## src/rtl/memwb_pipe_reg_pkg.sv

```systemverilog
// Shared definitions for the MEM/WB pipeline register.
//   DATA_W_DEF / ADDR_W_DEF : default field widths
//   REG_ZERO                : architectural zero register, never written or forwarded
//   MIN_DEPTH / MAX_DEPTH   : legal range of register stages
//   BUBBLE_*                : field values loaded into a stage to form a bubble
package memwb_pipe_reg_pkg;

    localparam int DATA_W_DEF = 32;
    localparam int ADDR_W_DEF = 5;
    localparam int REG_ZERO   = 0;
    localparam int MIN_DEPTH  = 1;
    localparam int MAX_DEPTH  = 4;

    // A bubble is an all-zero stage: not valid, no write, ALU source,
    // zero data and zero destination.
    localparam logic BUBBLE_VALID = 1'b0;
    localparam logic BUBBLE_WB    = 1'b0;
    localparam logic BUBBLE_WBSRC = 1'b0;
    localparam logic BUBBLE_FILL  = 1'b0;

endpackage

```

## src/rtl/memwb_pipe_reg_if.sv

```systemverilog
// MEM/WB stage bus: MEM-side inputs, hazard controls and WB-side outputs.
//   master : drives stall/flush and the MEM-stage fields, observes WB outputs
//   slave  : the pipeline register itself
interface memwb_pipe_reg_if
    import memwb_pipe_reg_pkg::*;
#(
    parameter int DATA_W = DATA_W_DEF,
    parameter int ADDR_W = ADDR_W_DEF
);
    logic              stall_i;
    logic              flush_i;
    logic              valid_i;
    logic              WB_i;
    logic              WBSrc_i;
    logic [DATA_W-1:0] MemRdata_i;
    logic [DATA_W-1:0] ALUres_i;
    logic [ADDR_W-1:0] rd_addr_i;

    logic              valid_o;
    logic              WB_o;
    logic              WBSrc_o;
    logic [DATA_W-1:0] MemRdata_o;
    logic [DATA_W-1:0] ALUres_o;
    logic [ADDR_W-1:0] rd_addr_o;
    logic [DATA_W-1:0] wb_data_o;
    logic              fwd_en_o;

    modport master (
        output stall_i, flush_i, valid_i, WB_i, WBSrc_i, MemRdata_i, ALUres_i, rd_addr_i,
        input  valid_o, WB_o, WBSrc_o, MemRdata_o, ALUres_o, rd_addr_o, wb_data_o, fwd_en_o
    );

    modport slave (
        input  stall_i, flush_i, valid_i, WB_i, WBSrc_i, MemRdata_i, ALUres_i, rd_addr_i,
        output valid_o, WB_o, WBSrc_o, MemRdata_o, ALUres_o, rd_addr_o, wb_data_o, fwd_en_o
    );
endinterface

```

## src/rtl/memwb_stage.sv

```systemverilog
// One clocked MEM/WB stage.
//   clk, rst_n : clock and asynchronous active-low clear
//   hold       : keep current contents
//   bubble     : load the bubble encoding (takes priority over hold)
//   d_* / q_*  : valid, WB, WBSrc, MemRdata, ALUres, rd_addr in / out
module memwb_stage
    import memwb_pipe_reg_pkg::*;
#(
    parameter int DATA_W = DATA_W_DEF,
    parameter int ADDR_W = ADDR_W_DEF
) (
    input  logic              clk,
    input  logic              rst_n,
    input  logic              hold,
    input  logic              bubble,
    input  logic              d_valid,
    input  logic              d_wb,
    input  logic              d_wbsrc,
    input  logic [DATA_W-1:0] d_mem,
    input  logic [DATA_W-1:0] d_alu,
    input  logic [ADDR_W-1:0] d_rd,
    output logic              q_valid,
    output logic              q_wb,
    output logic              q_wbsrc,
    output logic [DATA_W-1:0] q_mem,
    output logic [DATA_W-1:0] q_alu,
    output logic [ADDR_W-1:0] q_rd
);

    always_ff @(posedge clk or negedge rst_n) begin
        if (!rst_n) begin
            q_valid <= 1'b0;
            q_wb    <= 1'b0;
            q_wbsrc <= 1'b0;
            q_mem   <= '0;
            q_alu   <= '0;
            q_rd    <= '0;
        end else if (bubble) begin
            q_valid <= BUBBLE_VALID;
            q_wb    <= BUBBLE_WB;
            q_wbsrc <= BUBBLE_WBSRC;
            q_mem   <= {DATA_W{BUBBLE_FILL}};
            q_alu   <= {DATA_W{BUBBLE_FILL}};
            q_rd    <= {ADDR_W{BUBBLE_FILL}};
        end else if (!hold) begin
            q_valid <= d_valid;
            q_wb    <= d_wb;
            q_wbsrc <= d_wbsrc;
            q_mem   <= d_mem;
            q_alu   <= d_alu;
            q_rd    <= d_rd;
        end
    end

endmodule

```

## src/rtl/memwb_pipe_reg.sv

```systemverilog
// MEM/WB pipeline register with DEPTH stages, stall, flush and valid tracking.
//   clk_i : core clock, rising edge
//   rst_i : asynchronous active-low reset; first edge after release captures nothing
//   bus   : slave side of memwb_pipe_reg_if (MEM inputs, stall/flush, WB outputs,
//           selected write-back data and forwarding enable)
module memwb_pipe_reg
    import memwb_pipe_reg_pkg::*;
#(
    parameter int DATA_W = DATA_W_DEF,
    parameter int ADDR_W = ADDR_W_DEF,
    parameter int DEPTH  = 1
) (
    input  logic             clk_i,
    input  logic             rst_i,
    memwb_pipe_reg_if.slave  bus
);

    if (DEPTH < MIN_DEPTH || DEPTH > MAX_DEPTH) begin : g_depth_check
        $error("memwb_pipe_reg: DEPTH must lie in 1..4");
    end

    // Cleared by reset, set on the first edge afterwards. Gating all stages
    // with it keeps the release edge from capturing anything.
    logic run_reg;

    always_ff @(posedge clk_i or negedge rst_i) begin
        if (!rst_i) begin
            run_reg <= 1'b0;
        end else begin
            run_reg <= 1'b1;
        end
    end

    logic              st_valid [DEPTH];
    logic              st_wb    [DEPTH];
    logic              st_wbsrc [DEPTH];
    logic [DATA_W-1:0] st_mem   [DEPTH];
    logic [DATA_W-1:0] st_alu   [DEPTH];
    logic [ADDR_W-1:0] st_rd    [DEPTH];

    // Write enable is qualified once, at capture, so later stages never
    // need to look at the destination again.
    logic wb_qual;
    assign wb_qual = bus.WB_i & bus.valid_i & (bus.rd_addr_i != ADDR_W'(REG_ZERO));

    logic stage_hold;
    assign stage_hold = bus.stall_i | ~run_reg;

    for (genvar gi = 0; gi < DEPTH; gi++) begin : g_stage
        if (gi == 0) begin : g_head
            // Flush overrides stall for the head stage only.
            memwb_stage #(.DATA_W(DATA_W), .ADDR_W(ADDR_W)) u_stage (
                .clk     (clk_i),
                .rst_n   (rst_i),
                .hold    (stage_hold),
                .bubble  (bus.flush_i & run_reg),
                .d_valid (bus.valid_i),
                .d_wb    (wb_qual),
                .d_wbsrc (bus.WBSrc_i),
                .d_mem   (bus.MemRdata_i),
                .d_alu   (bus.ALUres_i),
                .d_rd    (bus.rd_addr_i),
                .q_valid (st_valid[gi]),
                .q_wb    (st_wb[gi]),
                .q_wbsrc (st_wbsrc[gi]),
                .q_mem   (st_mem[gi]),
                .q_alu   (st_alu[gi]),
                .q_rd    (st_rd[gi])
            );
        end else begin : g_tail
            memwb_stage #(.DATA_W(DATA_W), .ADDR_W(ADDR_W)) u_stage (
                .clk     (clk_i),
                .rst_n   (rst_i),
                .hold    (stage_hold),
                .bubble  (1'b0),
                .d_valid (st_valid[gi-1]),
                .d_wb    (st_wb[gi-1]),
                .d_wbsrc (st_wbsrc[gi-1]),
                .d_mem   (st_mem[gi-1]),
                .d_alu   (st_alu[gi-1]),
                .d_rd    (st_rd[gi-1]),
                .q_valid (st_valid[gi]),
                .q_wb    (st_wb[gi]),
                .q_wbsrc (st_wbsrc[gi]),
                .q_mem   (st_mem[gi]),
                .q_alu   (st_alu[gi]),
                .q_rd    (st_rd[gi])
            );
        end
    end

    assign bus.valid_o    = st_valid[DEPTH-1];
    assign bus.WB_o       = st_wb[DEPTH-1];
    assign bus.WBSrc_o    = st_wbsrc[DEPTH-1];
    assign bus.MemRdata_o = st_mem[DEPTH-1];
    assign bus.ALUres_o   = st_alu[DEPTH-1];
    assign bus.rd_addr_o  = st_rd[DEPTH-1];
    assign bus.wb_data_o  = st_wbsrc[DEPTH-1] ? st_mem[DEPTH-1] : st_alu[DEPTH-1];
    assign bus.fwd_en_o   = st_wb[DEPTH-1];

endmodule

```

## src/flat_wrapper.sv

```systemverilog
// flat-port wrapper written by rule: the top's interface ports become plain ports
module memwb_pipe_reg_flat import memwb_pipe_reg_pkg::*;
#(
    parameter int DATA_W = DATA_W_DEF,
    parameter int ADDR_W = ADDR_W_DEF,
    parameter int DEPTH  = 1
)
  (clk_i, rst_i, bus_stall_i, bus_flush_i, bus_valid_i, bus_WB_i, bus_WBSrc_i, bus_MemRdata_i, bus_ALUres_i, bus_rd_addr_i, bus_valid_o, bus_WB_o, bus_WBSrc_o, bus_MemRdata_o, bus_ALUres_o, bus_rd_addr_o, bus_wb_data_o, bus_fwd_en_o);
  memwb_pipe_reg_if #(.DATA_W(DATA_W), .ADDR_W(ADDR_W)) bus_i ();
  input  logic clk_i;
  input  logic rst_i;
  input wire logic [$bits(bus_i.stall_i)-1:0] bus_stall_i;
  input wire logic [$bits(bus_i.flush_i)-1:0] bus_flush_i;
  input wire logic [$bits(bus_i.valid_i)-1:0] bus_valid_i;
  input wire logic [$bits(bus_i.WB_i)-1:0] bus_WB_i;
  input wire logic [$bits(bus_i.WBSrc_i)-1:0] bus_WBSrc_i;
  input wire logic [$bits(bus_i.MemRdata_i)-1:0] bus_MemRdata_i;
  input wire logic [$bits(bus_i.ALUres_i)-1:0] bus_ALUres_i;
  input wire logic [$bits(bus_i.rd_addr_i)-1:0] bus_rd_addr_i;
  output wire logic [$bits(bus_i.valid_o)-1:0] bus_valid_o;
  output wire logic [$bits(bus_i.WB_o)-1:0] bus_WB_o;
  output wire logic [$bits(bus_i.WBSrc_o)-1:0] bus_WBSrc_o;
  output wire logic [$bits(bus_i.MemRdata_o)-1:0] bus_MemRdata_o;
  output wire logic [$bits(bus_i.ALUres_o)-1:0] bus_ALUres_o;
  output wire logic [$bits(bus_i.rd_addr_o)-1:0] bus_rd_addr_o;
  output wire logic [$bits(bus_i.wb_data_o)-1:0] bus_wb_data_o;
  output wire logic [$bits(bus_i.fwd_en_o)-1:0] bus_fwd_en_o;
  assign bus_i.stall_i = bus_stall_i;
  assign bus_i.flush_i = bus_flush_i;
  assign bus_i.valid_i = bus_valid_i;
  assign bus_i.WB_i = bus_WB_i;
  assign bus_i.WBSrc_i = bus_WBSrc_i;
  assign bus_i.MemRdata_i = bus_MemRdata_i;
  assign bus_i.ALUres_i = bus_ALUres_i;
  assign bus_i.rd_addr_i = bus_rd_addr_i;
  assign bus_valid_o = bus_i.valid_o;
  assign bus_WB_o = bus_i.WB_o;
  assign bus_WBSrc_o = bus_i.WBSrc_o;
  assign bus_MemRdata_o = bus_i.MemRdata_o;
  assign bus_ALUres_o = bus_i.ALUres_o;
  assign bus_rd_addr_o = bus_i.rd_addr_o;
  assign bus_wb_data_o = bus_i.wb_data_o;
  assign bus_fwd_en_o = bus_i.fwd_en_o;
  memwb_pipe_reg #(.DATA_W(DATA_W), .ADDR_W(ADDR_W), .DEPTH(DEPTH)) u_core (.clk_i(clk_i), .rst_i(rst_i), .bus(bus_i));
endmodule
```

## config.mk

```make
export PLATFORM = sky130hd
export DESIGN_NAME = memwb_pipe_reg_flat
export DESIGN_NICKNAME = d
export VERILOG_FILES = /design/src/rtl/memwb_pipe_reg_pkg.sv /design/src/rtl/memwb_pipe_reg_if.sv /design/src/rtl/memwb_stage.sv /design/src/rtl/memwb_pipe_reg.sv /design/src/flat_wrapper.sv
export SDC_FILE = /design/constraint.sdc
export NUM_CORES = 1
export LEC_CHECK = 0
export CORE_AREA = 2 2 108 110
export DETAILED_ROUTE_END_ITERATION = 10
export DIE_AREA = 0 0 110 112
export GPL_TIMING_DRIVEN = 0
export PLACE_DENSITY = 0.71
export SKIP_LAST_GASP = 1
export SLEW_MARGIN = 10
export SYNTH_ARGS = -nofsm -noshare
export SYNTH_HDL_FRONTEND = slang
export SYNTH_SLANG_ARGS = --single-unit
```

## constraint.sdc

```tcl
create_clock -name clk_i -period 1.2 [get_ports clk_i]
set_clock_uncertainty 0.1 [all_clocks]
set_input_delay 0.18 -clock clk_i [delete_from_list [all_inputs] [get_ports clk_i]]
set_output_delay 0.18 -clock clk_i [all_outputs]
set_load 0.02 [all_outputs]
```

==> Word-level counts from Yosys, hierarchy flattened <==
Cells that the tools add are included.
W data, S select, Z words.
{ "totals": {"latchBits": 0, "in_bits": 76, "regBits": 73, "output_inout_bits": 105, "ram_bits": 0, "mem_count": 0, "wordCells": 27, "rom_bits": 0} }
{ "op_classes": {"add_sub_neg": 0, "n_shift": 0, "div": 0, "n_reduce_logical": 1, "n_lt_le_gt_ge": 0, "mux": 13, "bitwise_logic": 5, "multipliers": 0, "eq_ne": 1} }
{ "ops": {"columns": ["cell", "n"], "rows": [
  ["$mux W32", 5],
  ["$mux W5", 2],
  ["$mux W1", 6],
  ["$reduce_bool A5 Y1", 1],
  ["$and A1 B1 Y1", 3],
  ["$ne A2 B1 Y1 const B", 1],
  ["$not A1 Y1", 1],
  ["$or A1 B1 Y1", 1]
]} }

==> Logic depth before layout (Yosys ltp) <==
{ "depth": {"word_depth": 4, "mapped_depth": 4, "ltp_nobuf": 3} }

==> Cells and area by module <==
From an unflattened synthesis, not the netlist that was laid out.
{ "hier_totals": {"cells_unflattened": 275, "hier_area_um2": 3407.0} }
{ "modules_own_cells": {"columns": ["mod", "cells_each", "seq_area_each_um2", "instances", "area_per_inst_um2"], "rows": [
  ["memwb_stage", 232, 1801.7, 1, 2940.3],
  ["memwb_pipe_reg", 43, 25.0, 1, 466.7]
]} }

==> Least setup slack after synthesis <==
Ideal clock, no wire load.
{ "synth_timing": {"path_type": "flip-flop to output port", "start": "register u_core.g_stage[0].g_head.u_stage.q_wbsrc", "end": "output port bus_wb_data_o[0]", "n_path_buf": 2, "setup_slack_ps": -372, "arrival_ps": 1292, "path_stages_with_launch": 4, "required_ps": 920, "cell_sequence": "dfrtp_1 -> clkbuf_1 -> buf_2 -> mux2_2"} }
{ "synth_via": {"elab_chain_cells": 1} }
{ "synth_lines": {"columns": ["item", "line", "rtl"], "rows": [
  ["start, declared", "memwb_stage.sv:24", "output logic q_wbsrc,"],
  ["start signal, assigned", "memwb_stage.sv:48", "q_wbsrc <= d_wbsrc;"],
  ["$mux W32", "memwb_pipe_reg.sv:98", "assign bus.wb_data_o = st_wbsrc[DEPTH-1] ? st_mem[DEPTH-1] : st_alu[DEPTH-1];"],
  ["end, declared", "flat_wrapper.sv:26", "output wire logic [$bits(bus_i.wb_data_o)-1:0] bus_wb_data_o;"]
]} }
Every way passes these cells.

==> Final worst setup path <==
{ "layout_timing": {"start": "register u_core.g_stage[0].g_head.u_stage.q_wbsrc", "end": "output port bus_wb_data_o[19]"} }
The elaborated chain is that of the path after synthesis.

==> run_results.csv <==
group,metric,value,unit
timing,worstMarginPinSlew,0.5741,ns
setup_path,slowest_delay,0.41,ns
finish,drive_gt1_share,53.64,%
setup_path,startpoint,"u_core.g_stage[0].g_head.u_stage.q_wbsrc$_DFFE_PN0P_",
clock_network,clk-insertion-delay-late,0.32,ns
finish,num_antenna_cells,0,
run_status,violations,"negative setup slack",
run_status,status,"complete, but fails checks",
setup_path,crit_chain,"clkbuf_16, buf_8, mux2_4, buf_4",
setup_path,required,0.92,ns
setup_path,cp_max_fo,10,
die,die_w,110,um
timing,slew_headroom,61.73,%
timing,fin_ws,-0.5972,ns
finish,multi_input_area,2032,um2
timing,rsz0062_at_grt,"true",
place,dp.final_hpwl,7758,um
timing,finalHoldViolCount,0,
die,pin_count,181,
die,rows,39,
run,max-cap-violations,0,
power,leakage,3.265,nW
power,vdd.ir_drop.worst,0.7996,mV
setup_path,worstSetupPathType,"reg2out",
logic_synthesis,ys_ff_latch,73,
logic_synthesis,synth-seq-area-share,50.47,%
logic_synthesis,synth_nets,349,
global_routing,gr-total-overflow,0,
logic_synthesis,syn_area_per_cell,13.26,um2
routing,ant_nets,0,
timing,tns,-30.69,ns
timing,fin_hold_ws,0.2309,ns
clock_network,cts_htree_levels,3,
place,io_buffer_count,179,
global_routing,grt_pass1_vias,3208,
setup_path,cpMaxStageDelayCell,"dfrtp_2",
global_routing,track_usage,18.56,%
timing,fmax,556.4,MHz
timing,slew_viol_final,0,
place,numPlacedInstances,596,
clock_network,clock_path_buffers,2,
setup_path,cp-start-kind,"flop",
place,place.gp.congestion,0.7041,
logic_synthesis,synthesis.instances,273,
die,die_area,12320,um2
die,initial_core_util,32.39,%
routing,drt_iter0_drc,74,
clock_network,numCtsBuffers,9,
timing,finalSetupViolations,107,
clock_network,cts_tree,"built",
global_routing,grt_max_degree,44,
routing,drc,0,
timing,finalCritPeriodShare,149.8,%
power,power_density,1335,nW/um2
finish,reg.largest.list,"u_core.g_stage.g_head.u_stage.q_alu (32), u_core.g_stage.g_head.u_stage.q_mem (32), u_core.g_stage.g_head.u_stage.q_rd (5)",
setup_path,crit_family,"buffers and inverters",
setup_path,timing.critical_path.buf_inv,3,
hold_path,hold_class,"in2async",
finish,mostFrequentLayoutCell,"mux2_4",
clock_network,root_buffer,"clkbuf_16",
routing,routed_wl,11160,um
finish,stdcell_count,637,
routing,vias,2917,
global_routing,grt_pass1_wl,17420,um
finish,register_area,1828,um2
routing,avgRoutedWirePerCell,17.51,um
finish,nNetsFinal,566,
global_routing,antenna_found_initial,0,
setup_path,reg2reg_from,"u_core.run_reg$_DFF_PN0_",
setup_path,critPathArrivalTime,1.52,ns
setup_path,setup.worst_path.end_class,"primary output",
finish,fillerInstances,975,
logic_synthesis,synthDistinctLibCells,13,
logic_synthesis,synth-warning-count,0,
routing,first_pass_iters,4,
logic_synthesis,synth_area,3620,um2
timing,period_needed,1.797,ns
finish,final_cell_mix,"mux2_4 (101), dfrtp_1 (72), nor2b_1 (71)",
clock_network,cts.sinks,73,
die,die_y,112,um
die,core,11170,um2
power,p_total,0.008597,W
finish,syn_to_final_growth,77.88,%
routing,viasPerCell,4.579,
place,place_ws,-0.7454,ns
clock_network,cts.clk_slew.worst_paths,0.06,ns
-- cell type report --
cell class	count	area share, %
Clock inverter	3	0.6218
Sequential cell	73	28.39
Tap cell	143	2.779
Multi-Input combinational cell	179	31.56
Clock buffer	12	3.984
Inverter	1	0.05830
Buffer	16	2.915
Timing Repair Buffer	210	29.69
-- worst reg2reg max path, cell delays in order (launching register included) --
cell       delay, ns
dfrtp_1         0.39
o21ai_4         0.11
clkbuf_16       0.23
buf_12          0.12
buf_12          0.11
mux2_4          0.29
-- per-layer routing --
layer	up-vias	GRT usage, %	share of wire (%)
met5	-	0	0
met4	0	6.414	1.5
met3	15	4.859	7.4
met2	108	30.72	49
met1	1435	23.17	42
li1	1359	-	-
-- cells in the mapped netlist --
master,n,share of area (%)
inv_1,1,0.10
o21ai_4,1,0.45
or4_1,1,0.21
nor2b_1,71,12
conb_1,1,0.10
mux2_2,103,32
mux2_1,1,0.31
buf_4,1,0.21
clkbuf_1,8,0.83
o211a_1,1,0.28
dfrtp_1,73,50
buf_2,4,0.55
buf_6,7,2.2
-- kinds of logic (layout without fill, tap and decap cells) --
kind of cell           after synthesis  count (layout)  share of synthesized area, %
other                                1               1                        0.1036
AND/OR/NAND/NOR                     72              72                         12.48
AO/OA/AOI/OAI                        2               2                        0.7260
flip-flops                          73              73                         50.47
multiplexers                       104             104                         32.35
buffers and inverters               21             242                         3.872
-- worst paths after layout --
path / end / slack, ns / cells past startpoint
worst max register to register: u_core.g_stage[0].g_head.u_stage.q_alu[1]$_DFFE_PN0P_ / -0.27 / 5
worst max-delay path: bus_wb_data_o[19] / -0.60 / 4
min in group clk_i: u_core.g_stage[0].g_head.u_stage.q_valid$_DFFE_PN0P_ / 0.23 / 3
worst min-delay path: u_core.g_stage[0].g_head.u_stage.q_mem[20]$_DFFE_PN0P_ / 0.23 / 2
worst min register to register: u_core.g_stage[0].g_head.u_stage.q_rd[0]$_DFFE_PN0P_ / 0.40 / 1
max in group asynchronous: u_core.g_stage[0].g_head.u_stage.q_mem[0]$_DFFE_PN0P_ / 0.20 / 3
-- where the power goes --
group          switching (W)  internal, W
clock network       0.000993      0.00171
registers           0.000248      0.00274
logic                0.00126      0.00165
total                0.00250      0.00610
-- metrics by stage --
| step | instance area, um2 | utilization, % |
|---|---|---|
| 2_1_floorplan | 4028 | - |
| 3_3_place_gp | 5998 | 53.68 |
| 3_5_place_dp | 6023 | 53.90 |
| 4_1_cts | 6360 | 56.91 |
| 5_1_grt | 6439 | 57.62 |
| 6_report | 6439 | 57.62 |
-- what timing repair did --
action | in CTS | in global routing
endpoints found under the setup margin | 177 | 150
pin swaps | 3 | 0
resized for setup | 468 | 68
hold buffers | 1 | 0
setup buffers | 16 | 10
cloned | 8 | 0
hold endpoints to repair | 30 | 0
No activity file was read; power rests on OpenSTA's default activity.
